$ cat src/rtl/power_pkg.sv
// Shared types and helpers for the power-function blocks (cube / cube root).
package power_pkg;

  typedef enum logic [1:0] {
    IDLE = 2'd0,
    CALC = 2'd1,
    DONE = 2'd2
  } state_e;

  localparam int CBRT_MAX_32 = 1625;

  function automatic int root_width(input int width);
    return (width + 2) / 3;
  endfunction

endpackage

$ cat src/rtl/cube_root_step.sv
// One shift/subtract cube-root iteration: tries to append a 1 bit to the partial root.
module cube_root_step #(
  parameter int WIDTH = 32,
  parameter int RW    = 11,
  parameter int SW    = 5
) (
  input  logic [WIDTH-1:0] rem_i,
  input  logic [RW-1:0]    y_i,
  input  logic [SW-1:0]    s_i,
  output logic [WIDTH-1:0] rem_o,
  output logic [RW-1:0]    y_o
);
  localparam int TW = 2 * RW + 2;
  localparam int CW = (TW > WIDTH) ? TW : WIDTH;

  logic [RW-1:0] y2;
  logic [CW-1:0] t;
  logic [CW-1:0] top;
  logic          ge;

  assign y2  = y_i << 1;
  // (y2+1)^3 - y2^3 = 3*y2*(y2+1) + 1; compared against the remainder's top bits only
  assign t   = CW'(3) * CW'(y2) * (CW'(y2) + CW'(1)) + CW'(1);
  assign top = CW'(rem_i >> s_i);
  assign ge  = top >= t;

  // t<<s only matters when ge, and then it is bounded by rem_i, so truncation is safe
  assign rem_o = ge ? rem_i - WIDTH'(t << s_i) : rem_i;
  assign y_o   = ge ? (y2 | RW'(1)) : y2;

endmodule

$ cat src/rtl/cube_root.sv
// Multi-cycle integer cube root, floor(cbrt(i_x)), 3 radicand bits per enabled cycle.
module cube_root
  import power_pkg::*;
#(
  parameter int WIDTH = 32
) (
  input  logic             i_clk,
  input  logic             i_srst,
  input  logic             i_clkEn,
  input  logic             i_start,
  input  logic [WIDTH-1:0] i_x,
  output logic             o_busy,
  output logic             o_done,
  output logic [WIDTH-1:0] o_root
);
  localparam int RW   = root_width(WIDTH);
  localparam int ITER = RW;
  localparam int SMAX = 3 * (ITER - 1);
  localparam int SW   = $clog2(SMAX + 1);

  state_e           state_q, state_d;
  logic [WIDTH-1:0] rem_q, rem_d, rem_n;
  logic [RW-1:0]    y_q, y_d, y_n;
  logic [SW-1:0]    s_q, s_d;
  logic [RW-1:0]    root_q, root_d;

  cube_root_step #(.WIDTH(WIDTH), .RW(RW), .SW(SW)) u_step (
    .rem_i (rem_q),
    .y_i   (y_q),
    .s_i   (s_q),
    .rem_o (rem_n),
    .y_o   (y_n)
  );

  always_ff @(posedge i_clk) begin
    if (i_srst) begin
      state_q <= IDLE;
      rem_q   <= '0;
      y_q     <= '0;
      s_q     <= '0;
      root_q  <= '0;
    end else if (i_clkEn) begin
      state_q <= state_d;
      rem_q   <= rem_d;
      y_q     <= y_d;
      s_q     <= s_d;
      root_q  <= root_d;
    end
  end

  always_comb begin
    state_d = state_q;
    rem_d   = rem_q;
    y_d     = y_q;
    s_d     = s_q;
    root_d  = root_q;
    case (state_q)
      CALC: begin
        rem_d = rem_n;
        y_d   = y_n;
        if (s_q == '0) begin
          state_d = DONE;
          root_d  = y_n;
        end else begin
          s_d = s_q - SW'(3);
        end
      end
      IDLE, DONE: begin
        // DONE returns to IDLE unless a back-to-back start is accepted
        state_d = IDLE;
        if (i_start) begin
          state_d = CALC;
          rem_d   = i_x;
          y_d     = '0;
          s_d     = SW'(SMAX);
        end
      end
      default: state_d = IDLE;
    endcase
  end

  always_comb begin
    o_busy = (state_q == CALC);
    o_done = (state_q == DONE);
    o_root = WIDTH'(root_q);
  end

endmodule
$ cat config.mk
export PLATFORM = sky130hd
export DESIGN_NAME = cube_root
export DESIGN_NICKNAME = d
export VERILOG_FILES = /design/src/rtl/power_pkg.sv /design/src/rtl/cube_root_step.sv /design/src/rtl/cube_root.sv
export SDC_FILE = /design/constraint.sdc
export NUM_CORES = 1
export LEC_CHECK = 0
export CORE_UTILIZATION = 30
export DETAILED_ROUTE_END_ITERATION = 10
export PLACE_DENSITY_LB_ADDON = 0.3
export SLEW_MARGIN = 10
export SYNTH_ARGS = -nofsm -noshare
export SYNTH_HDL_FRONTEND = slang
export SYNTH_HIERARCHICAL = 1
export SYNTH_SLANG_ARGS = --single-unit
$ cat constraint.sdc
create_clock -name i_clk -period 14.4 [get_ports i_clk]
set_input_delay 2.88 -clock i_clk [delete_from_list [all_inputs] [get_ports i_clk]]
set_output_delay 2.88 -clock i_clk [all_outputs]
set_load 0.02 [all_outputs]
# Yosys cells after proc, flatten, opt, wreduce, memory -nomap -nowiden
# Index checks and enable logic that the tools add are counted.
[op_classes] magnitude_cmp=1 mul=2 eq_ne=6 reduce_logical=9 n_addsub=4 n_shift=2 mux=12
[op_table] operator="32-bit two-way mux" count=2
[op_table] operator="32-bit one-hot mux with 2 select lines" count=1
[op_table] operator="32-bit by 1-bit adder with 32-bit output (second input constant)" count=1
[op_table] operator="32-bit greater-or-equal comparator" count=1
[op_table] operator="12-bit by 32-bit multiplier with 31-bit output" count=1
[op_table] operator="32-bit by 5-bit << shifter with 32-bit output" count=1
[op_table] operator="32-bit by 5-bit right shift with 32-bit output" count=1
[op_table] operator="32-bit subtractor" count=1
[op_table] operator="10-bit one-hot mux with 2 select lines" count=1
[op_table] operator="11-bit by 1-bit adder with 12-bit output (second input constant)" count=1
[op_table] operator="2-bit by 10-bit multiplier with 12-bit output (first input constant)" count=1
[op_table] operator="10-bit two-way mux" count=1
[op_table] operator="5-bit two-way mux" count=2
[op_table] operator="5-bit one-hot mux with 2 select lines" count=1
[op_table] operator="4-bit AND reduction" count=2
[op_table] operator="3-bit AND reduction" count=2
[op_table] operator="5-bit zero test" count=1
[op_table] operator="5-bit by 2-bit subtractor with 5-bit output (second input constant)" count=1
[op_table] operator="2-bit by 1-bit != test with 1-bit output (second input constant)" count=2
[op_table] operator="2-bit != test (second input constant)" count=2
[op_table] operator="2-bit one-hot mux with 2 select lines" count=1
[op_table] operator="2-bit by 1-bit == test with 1-bit output (second input constant)" count=1
[op_table] operator="2-bit == test (second input constant)" count=1
[op_table] operator="2-bit zero test" count=1
[op_table] operator="5 further kinds" count=6
[totals] out_inout_bits=34 register_bits=60 inputBits=36 elab_cells=41

# Longest topological paths before layout
# Gate-level depths: netlist of the first run.
[depth] depth_word=7 depth_mapped=45 ltp_nobuf=44

# Modules after synthesis
# The synthesis of the first run kept the hierarchy.
[modules_own_cells] mod="cube_root_step" cells_each=1466 area_per_inst_um2=10802.9 n_inst=1
[modules_own_cells] mod="cube_root" cells_each=301 area_per_inst_um2=2882.8 n_inst=1

# Worst setup path before layout of the first run
# No wires, ideal clock.
[synth_timing] kind="register to register" start="register y_q[0]" end="register rem_q[30]" arrival_time_ns=9.990 path_buffers=2 synth_period_minus_slack_ns=10.126 setup_ns=0.135 required_ns=14.265 stages_incl_launch_ff=43 setup_slack_ns=4.274 path_cell_list="dfxtp_1 -> ha_1 -> fa_1 -> a21o_1 -> a21oi_1 -> o21bai_1 -> a21oi_1 -> o21bai_1 -> a21o_1 -> xor2_1 -> clkbuf_1 -> nand2b_1 -> fa_1 -> fa_1 -> inv_1 -> fa_1 -> fa_1 -> inv_1 -> [... 7 more ...] -> or4_4 -> nand3_1 -> o21ai_1 -> mux4_2 -> o21a_1 -> a21oi_1 -> ha_1 -> a21o_1 -> a21o_1 -> a21o_1 -> a211o_1 -> o32ai_1 -> a211oi_1 -> o211ai_1 -> nand3_1 -> a31o_2 -> mux2i_1 -> a211oi_1"
[synth_via] elab_chain_cells=7
[synth_rtl] item="start, declared" line="cube_root.sv:23" source="logic [RW-1:0] y_q, y_d, y_n;"
[synth_rtl] item="start signal, assigned" line="cube_root.sv:45" source="y_q <= y_d;"
[synth_rtl] item="2-bit by 10-bit multiplier with 12-bit output / 11-bit by 1-bit adder with 12-bit output (equally long branches)" line="cube_root_step.sv:23" source="assign t = CW'(3) * CW'(y2) * (CW'(y2) + CW'(1)) + CW'(1);"
[synth_rtl] item="12-bit by 32-bit multiplier with 31-bit output *" line="cube_root_step.sv:23"
[synth_rtl] item="32-bit by 1-bit adder with 32-bit output *" line="cube_root_step.sv:23"
[synth_rtl] item="32-bit by 5-bit << shifter with 32-bit output *" line="cube_root_step.sv:28" source="assign rem_o = ge ? rem_i - WIDTH'(t << s_i) : rem_i;"
[synth_rtl] item="32-bit subtractor *" line="cube_root_step.sv:28"
[synth_rtl] item="32-bit two-way mux *" line="cube_root_step.sv:28"
[synth_rtl] item="net rem_n[30]" line="cube_root.sv:22" source="logic [WIDTH-1:0] rem_q, rem_d, rem_n;"
[synth_rtl] item="32-bit one-hot mux with 2 select lines *" line="cube_root.sv:57" source="case (state_q)"
[synth_rtl] item="end signal, assigned" line="cube_root.sv:44" source="rem_q <= rem_d;"
[synth_rtl] item="end, declared" line="cube_root.sv:22"
# The timed path passes the listed nets; every way through them passes the cells marked *. The select of a mux whose other input is x is not followed.
# A chain may end at the register's enable or synchronous reset.

# Worst setup path after layout of the first run
# Ends and elaborated chain as after synthesis.

==> summary.txt, run 1 <==
Setup path
  • CP Class: reg -> reg
  • CP startpoint: y_q[0]$_SDFFE_PP0P_
  • FF-to-FF End: rem_q[30]$_SDFFE_PP0P_
  • Worst path required time: 14.59 ns
  • Worst Setup EP: rem_q[30]$_SDFFE_PP0P_
  • R2R Path Start: y_q[0]$_SDFFE_PP0P_
  • Slowest stage delay, CP: 0.75 ns
  • Reg2Reg Setup Slack: 2.49 ns
  • CP max FO: 27
  • Crit path DAT: 12.10 ns
  • Slowest stage cell, crit path: xor2_1
  • Reg2reg path depth: 40
  • Endpoint class of the critical path: register
  • CP startpoint kind: register

Final layout
  • Antenna cells: 0
  • Area delta synth->final: 7.58%
  • Layout cells sized above 1: 0.0701
  • Fin nets: 1986
  • Filler cell count: 4755

Place
  • # port buffers: 48
  • Placer Congestion: 0.901
  • Hpwl dp: 32.0 mm

Clock network
  • Max Buffers Root-to-Sink: 2
  • CTS clk-pin slew, worst paths: 0.06 ns
  • Post-CTS sizing: 0
  • Clock sinks: 60
  • Number of buffers created by CTS: 9
  • H-tree depth: 3
  • Postcts setup bufs: 0
  • Clk_lat worst skew: 0.35 ns
  • Root Driver: clkbuf_16
  • CTS tree: done
  • CTS Hold Bufs: 0

Status
  • Status: completed

Floorplan
  • DIE HEIGHT: 215 µm
  • Die X: 215 µm
  • DIE AREA: 46400 µm²
  • Core footprint: 44500 µm²
  • Initial Util: 0.307
  • Boundary Pins: 70
  • Rows: 77

STA
  • Setup Viol. Count Final: 0
  • Pin slew with the least headroom to its limit: 1.06 ns
  • Fin Clk Skew: 0.00762 ns
  • Minimum clock period: 11.91 ns
  • Fmax achieved: 84.0 MHz
  • Fin crit share: 0.827
  • Max-slew headroom: 0.290
  • Unrepaired setup endpoints after global routing: no
  • Max Slew Vio Count: 0
  • Endpoints failing hold: 0
  • WHS: 0.497 ns
  • Setup TNS Final: 0 ns

Route
  • DRT antenna net count: 0
  • 1st-pass router iterations: 5
  • DRC viols: 0
  • WL per Instance: 17.9 µm
  • Vias: 12511
  • Vias per cell: 5.40
  • DRT iter0 DRCs: 1004
  • WL final: 41.4 mm

Power
  • Leak: 6.59 nW
  • VDD IR max: 0.0783 mV
  • PwrDens: 70.4 nW/µm²

Global routing
  • Vias in the first global route: 12348
  • Overflow after GRT: 0
  • GRT Total Usage: 0.182
  • Initial antenna violation count: 0
  • Global-route wire length before repair: 67.6 mm
  • Largest net degree at the start of global routing: 77

Run
  • Max Cap Viol: 0

Yosys
  • Syn Area/Cell: 7.74 µm²
  • Mapped Cells: 1763
  • Mapped cell area: 13700 µm²
  • Synth Warn #: 6

Hold path
  • Hold/Removal Path Class: reg -> reg
-- state kept, by name (all words and copies together), names as in the netlist --
name and count:
rem_q 32, s_q 5, state_q 2, y_q 10, root_q 11
-- where the power goes --
part | switching (mW) | total (mW) | internal (mW)
Clock | 0.0856 | 0.241 | 0.155
Sequential | 0.0223 | 0.200 | 0.177
Combinational | 0.360 | 0.594 | 0.234
-- through the flow --
stage	worst slack [ns]	instance area [µm²]	power [mW]	util	std cells
3_3_place_gp	2.87	14400	0.781	0.323	2301
3_5_place_dp	2.56	14400	0.785	0.323	2301
4_1_cts	2.53	14700	1.03	0.330	2317
5_1_grt	1.84	14700	1.12	0.330	2317
6_report	2.49	14700	1.03	0.330	2317
2_1_floorplan	4.28	13700	0.652	-	1783
-- worst min-delay path by stage --
| stage | to | from | cells past startpoint |
|---|---|---|---|
| after floorplan | y_q[5]$_SDFFE_PP0P_ | y_q[5]$_SDFFE_PP0P_ | 2 |
| after global placement | root_q[6]$_SDFFE_PP0P_ | root_q[6]$_SDFFE_PP0P_ | 2 |
| after detailed placement | root_q[7]$_SDFFE_PP0P_ | root_q[7]$_SDFFE_PP0P_ | 2 |
| after CTS | root_q[7]$_SDFFE_PP0P_ | root_q[7]$_SDFFE_PP0P_ | 2 |
| after global routing | root_q[7]$_SDFFE_PP0P_ | root_q[7]$_SDFFE_PP0P_ | 2 |
| final | root_q[7]$_SDFFE_PP0P_ | root_q[7]$_SDFFE_PP0P_ | 2 |
-- routing by layer --
metal  global-route usage  part of all wire  up-vias
met2                0.291              0.45      416
met1                0.254              0.47     6052
met3               0.0218             0.055       55
li1                     -                 -     5988
met5                    0                 0        -
met4               0.0553             0.023        0
-- area by class of cell --
cell class	count	area, µm²	share of cell area
inverter	165	619	0.0422
timing repair buffer	65	603	0.0411
clock inverter	5	75.1	0.00511
tap	592	741	0.0504
sequential	60	1210	0.0823
clock buffer	11	243	0.0165
multi-input combinational	1419	11200	0.762
-- placed cells by master (no fill, tap or decap), types with 20 or more instances in the layout --
cell type,n
inv_1,160
a211oi_1,29
o21ai_0,89
nand3_1,27
mux4_2,20
nor3_1,25
nand2_1,183
mux2i_1,103
conb_1,21
a21o_1,29
fa_1,91
a21oi_1,128
nor2_1,157
ha_1,139
dfxtp_1,56
nor2b_1,30
and2_1,50
clkdlybuf4s50_1,47
xor2_1,25
-- worst max-delay path: cells and delay by family (launching register included) --
| family | cells | cell delay [ns] |
|---|---|---|
| AND/OR/NAND/NOR | 5 | 1.11 |
| flip-flops | 1 | 0.61 |
| buffers and inverters | 3 | 0.14 |
| adder cells (fa/ha/maj) | 9 | 4.14 |
| multiplexers | 2 | 0.65 |
| AO/OA/AOI/OAI | 20 | 4.33 |
| XOR/XNOR | 1 | 0.75 |
Note: power is estimated with default switching activity, not from simulation.
==> inputs of run 2 (changes only) <==
- clock period: 14.4 -> 10.9 ns (I/O delays scaled with it)
==> summary.txt, run 2 (same netlist as run 1, synthesis figures left out) <==
STA
  • Pin slew with the least headroom to its limit: 1.15 ns (was 1.06 ns)
  • WHS: 0.495 ns (was 0.497 ns)
  • Max Slew Vio Count: 0 (unchanged)
  • Fin crit share: 0.951 (was 0.827)
  • Minimum clock period: 10.36 ns (was 11.91 ns)
  • Setup TNS Final: 0 ns (unchanged)
  • Endpoints failing hold: 0 (unchanged)
  • Max-slew headroom: 0.225 (was 0.290)
  • Setup Viol. Count Final: 0 (unchanged)
  • Unrepaired setup endpoints after global routing: no (unchanged)
  • Final setup margin: 0.536 ns (was 2.49 ns)
  • Fmax achieved: 96.5 MHz (was 84.0 MHz)
  • Fin Clk Skew: 0.00840 ns (was 0.00762 ns)

Global routing
  • GRT Total Usage: 0.184 (was 0.182)
  • Largest net degree at the start of global routing: 77 (unchanged)
  • Overflow after GRT: 0 (unchanged)
  • Vias in the first global route: 12107 (was 12348)
  • Global-route wire length before repair: 68.0 mm (was 67.6 mm)
  • Initial antenna violation count: 0 (unchanged)

Clock network
  • Root Driver: clkbuf_16 (unchanged)
  • CTS tree: done (unchanged)
  • Postcts setup bufs: 0 (unchanged)
  • CTS clk-pin slew, worst paths: 0.05 ns (was 0.06 ns)
  • Clk_lat worst skew: 0.37 ns (was 0.35 ns)
  • Number of buffers created by CTS: 9 (unchanged)
  • Clock sinks: 60 (unchanged)
  • H-tree depth: 3 (unchanged)
  • Max Buffers Root-to-Sink: 2 (unchanged)

Route
  • WL final: 42.0 mm (was 41.4 mm)
  • DRT iter0 DRCs: 991 (was 1004)
  • Vias: 12491 (was 12511)
  • DRT antenna net count: 0 (unchanged)
  • 1st-pass router iterations: 6 (was 5)
  • WL per Instance: 17.9 µm (about the same)
  • Vias per cell: 5.34 (was 5.40)
  • DRC viols: 0 (unchanged)

Status
  • Status: completed (unchanged)

Setup path
  • Endpoint class of the critical path: register (unchanged)
  • CP startpoint kind: register (unchanged)
  • WP buf/inv: 4 (was 3)
  • Slowest stage delay, CP: 0.52 ns (was 0.75 ns)
  • Critical path's top delay family: adder cells (was compound AO/OA/AOI/OAI gates)
  • CP Class: reg -> reg (unchanged)
  • Critical path depth: 40 (unchanged)
  • Crit path DAT: 10.57 ns (was 12.10 ns)
  • Worst path required time: 11.10 ns (was 14.59 ns)
  • Reg2reg path depth: 40 (unchanged)
  • Most frequent CP cell: fa_1
  • Slowest stage cell, crit path: fa_1 (was xor2_1)
  • CP max FO: 10 (was 27)

Floorplan
  • DIE HEIGHT: 215 µm (unchanged)
  • Rows: 77 (unchanged)
  • Die X: 215 µm (unchanged)
  • Core footprint: 44500 µm² (unchanged)
  • DIE AREA: 46400 µm² (unchanged)
  • Initial Util: 0.307 (unchanged)
  • Boundary Pins: 70 (unchanged)

Final layout
  • Most common cell after layout, fill and taps aside: nand2_1 (unchanged)
  • Final Util: 0.334 (was 0.330)
  • Antenna cells: 0 (unchanged)
  • Commonest cells after routing, fill and taps aside: nand2_1 (183), inv_1 (160), nor2_1 (157), ha_1 (138), a21oi_1 (126) (was nand2_1 (183), inv_1 (160), nor2_1 (157), ha_1 (139), a21oi_1 (128))
  • Fin nets: 2008 (was 1986)
  • Reg with most FFs: rem_q (unchanged)
  • Max FFs per register: 32 (unchanged)
  • Layout Cells excl Fill: 2339 (was 2317)
  • Area delta synth->final: 9.04% (was 7.58%)
  • Layout cells sized above 1: 0.0882 (was 0.0701)
  • Regs by FF count: rem_q x32, root_q x11, y_q x10 (unchanged)
  • Fin area: 14900 µm² (was 14700 µm²)

Power
  • Final Total Pwr: 1.36 mW (was 1.03 mW)
  • Leak: 6.72 nW (was 6.59 nW)
  • PwrDens: 91.4 nW/µm² (was 70.4 nW/µm²)
  • VDD IR max: 0.0978 mV (was 0.0783 mV)

Place
  • Post-DP Area: 14500 µm² (was 14400 µm²)
  • Placer Congestion: 0.947 (was 0.901)
  • Placement Setup Slack: 0.228 ns (was 2.56 ns)
  • # port buffers: 48 (unchanged)
  • Hpwl dp: 32.5 mm (was 32.0 mm)
  • Placed instance count: 2323 (was 2301)

Run
  • Max Cap Viol: 0 (unchanged)

Hold path
  • Hold/Removal Path Class: reg -> reg (unchanged)
  • Hold Path Depth: 2 (unchanged)
==> run 2: timing repair <==
item / CTS / global route
gates resized for setup: 0 / 15
hold buffers: 0 / 0
endpoints found under the setup margin: 0 / 15
endpoints found under the hold margin: 0 / 0
==> run 2: final cells by class <==
cell class,count,area (µm²)
Multi-Input combinational cell,1419,11200
Sequential cell,60,1210
Fill cell,4770,29600
Inverter,165,619
Clock buffer,12,256
Clock inverter,4,47.5
Timing Repair Buffer,87,768
Tap cell,592,741
==> run 2: worst paths after layout <==
check,startpoint,to,slack [ns]
max,y_q[1]$_SDFFE_PP0P_,rem_q[30]$_SDFFE_PP0P_,0.54
min,root_q[9]$_SDFFE_PP0P_,root_q[9]$_SDFFE_PP0P_,0.50
max reg2reg,y_q[1]$_SDFFE_PP0P_,rem_q[30]$_SDFFE_PP0P_,0.54
min reg2reg,root_q[9]$_SDFFE_PP0P_,root_q[9]$_SDFFE_PP0P_,0.50
==> run 2: layer usage <==
layer,GRT usage,part of all wire,vias up
met3,0.0245,0.060,43
met4,0.0556,0.021,0
li1,-,-,6044
met5,0,0,-
met1,0.256,0.46,6022
met2,0.295,0.46,382
==> run 2: tightest hold or removal path: stages, from the launching register on <==
cell,delay [ns]
dfxtp_1,0.32
mux2i_1,0.06
nor2_1,0.07
==> run 2: power by group <==
part / total [mW] / internal, mW / leakage [nW] / switching, mW
Combinational: 0.791 / 0.318 / 6.07 / 0.473
Clock: 0.306 / 0.188 / 0.149 / 0.118
Sequential: 0.263 / 0.234 / 0.494 / 0.0290
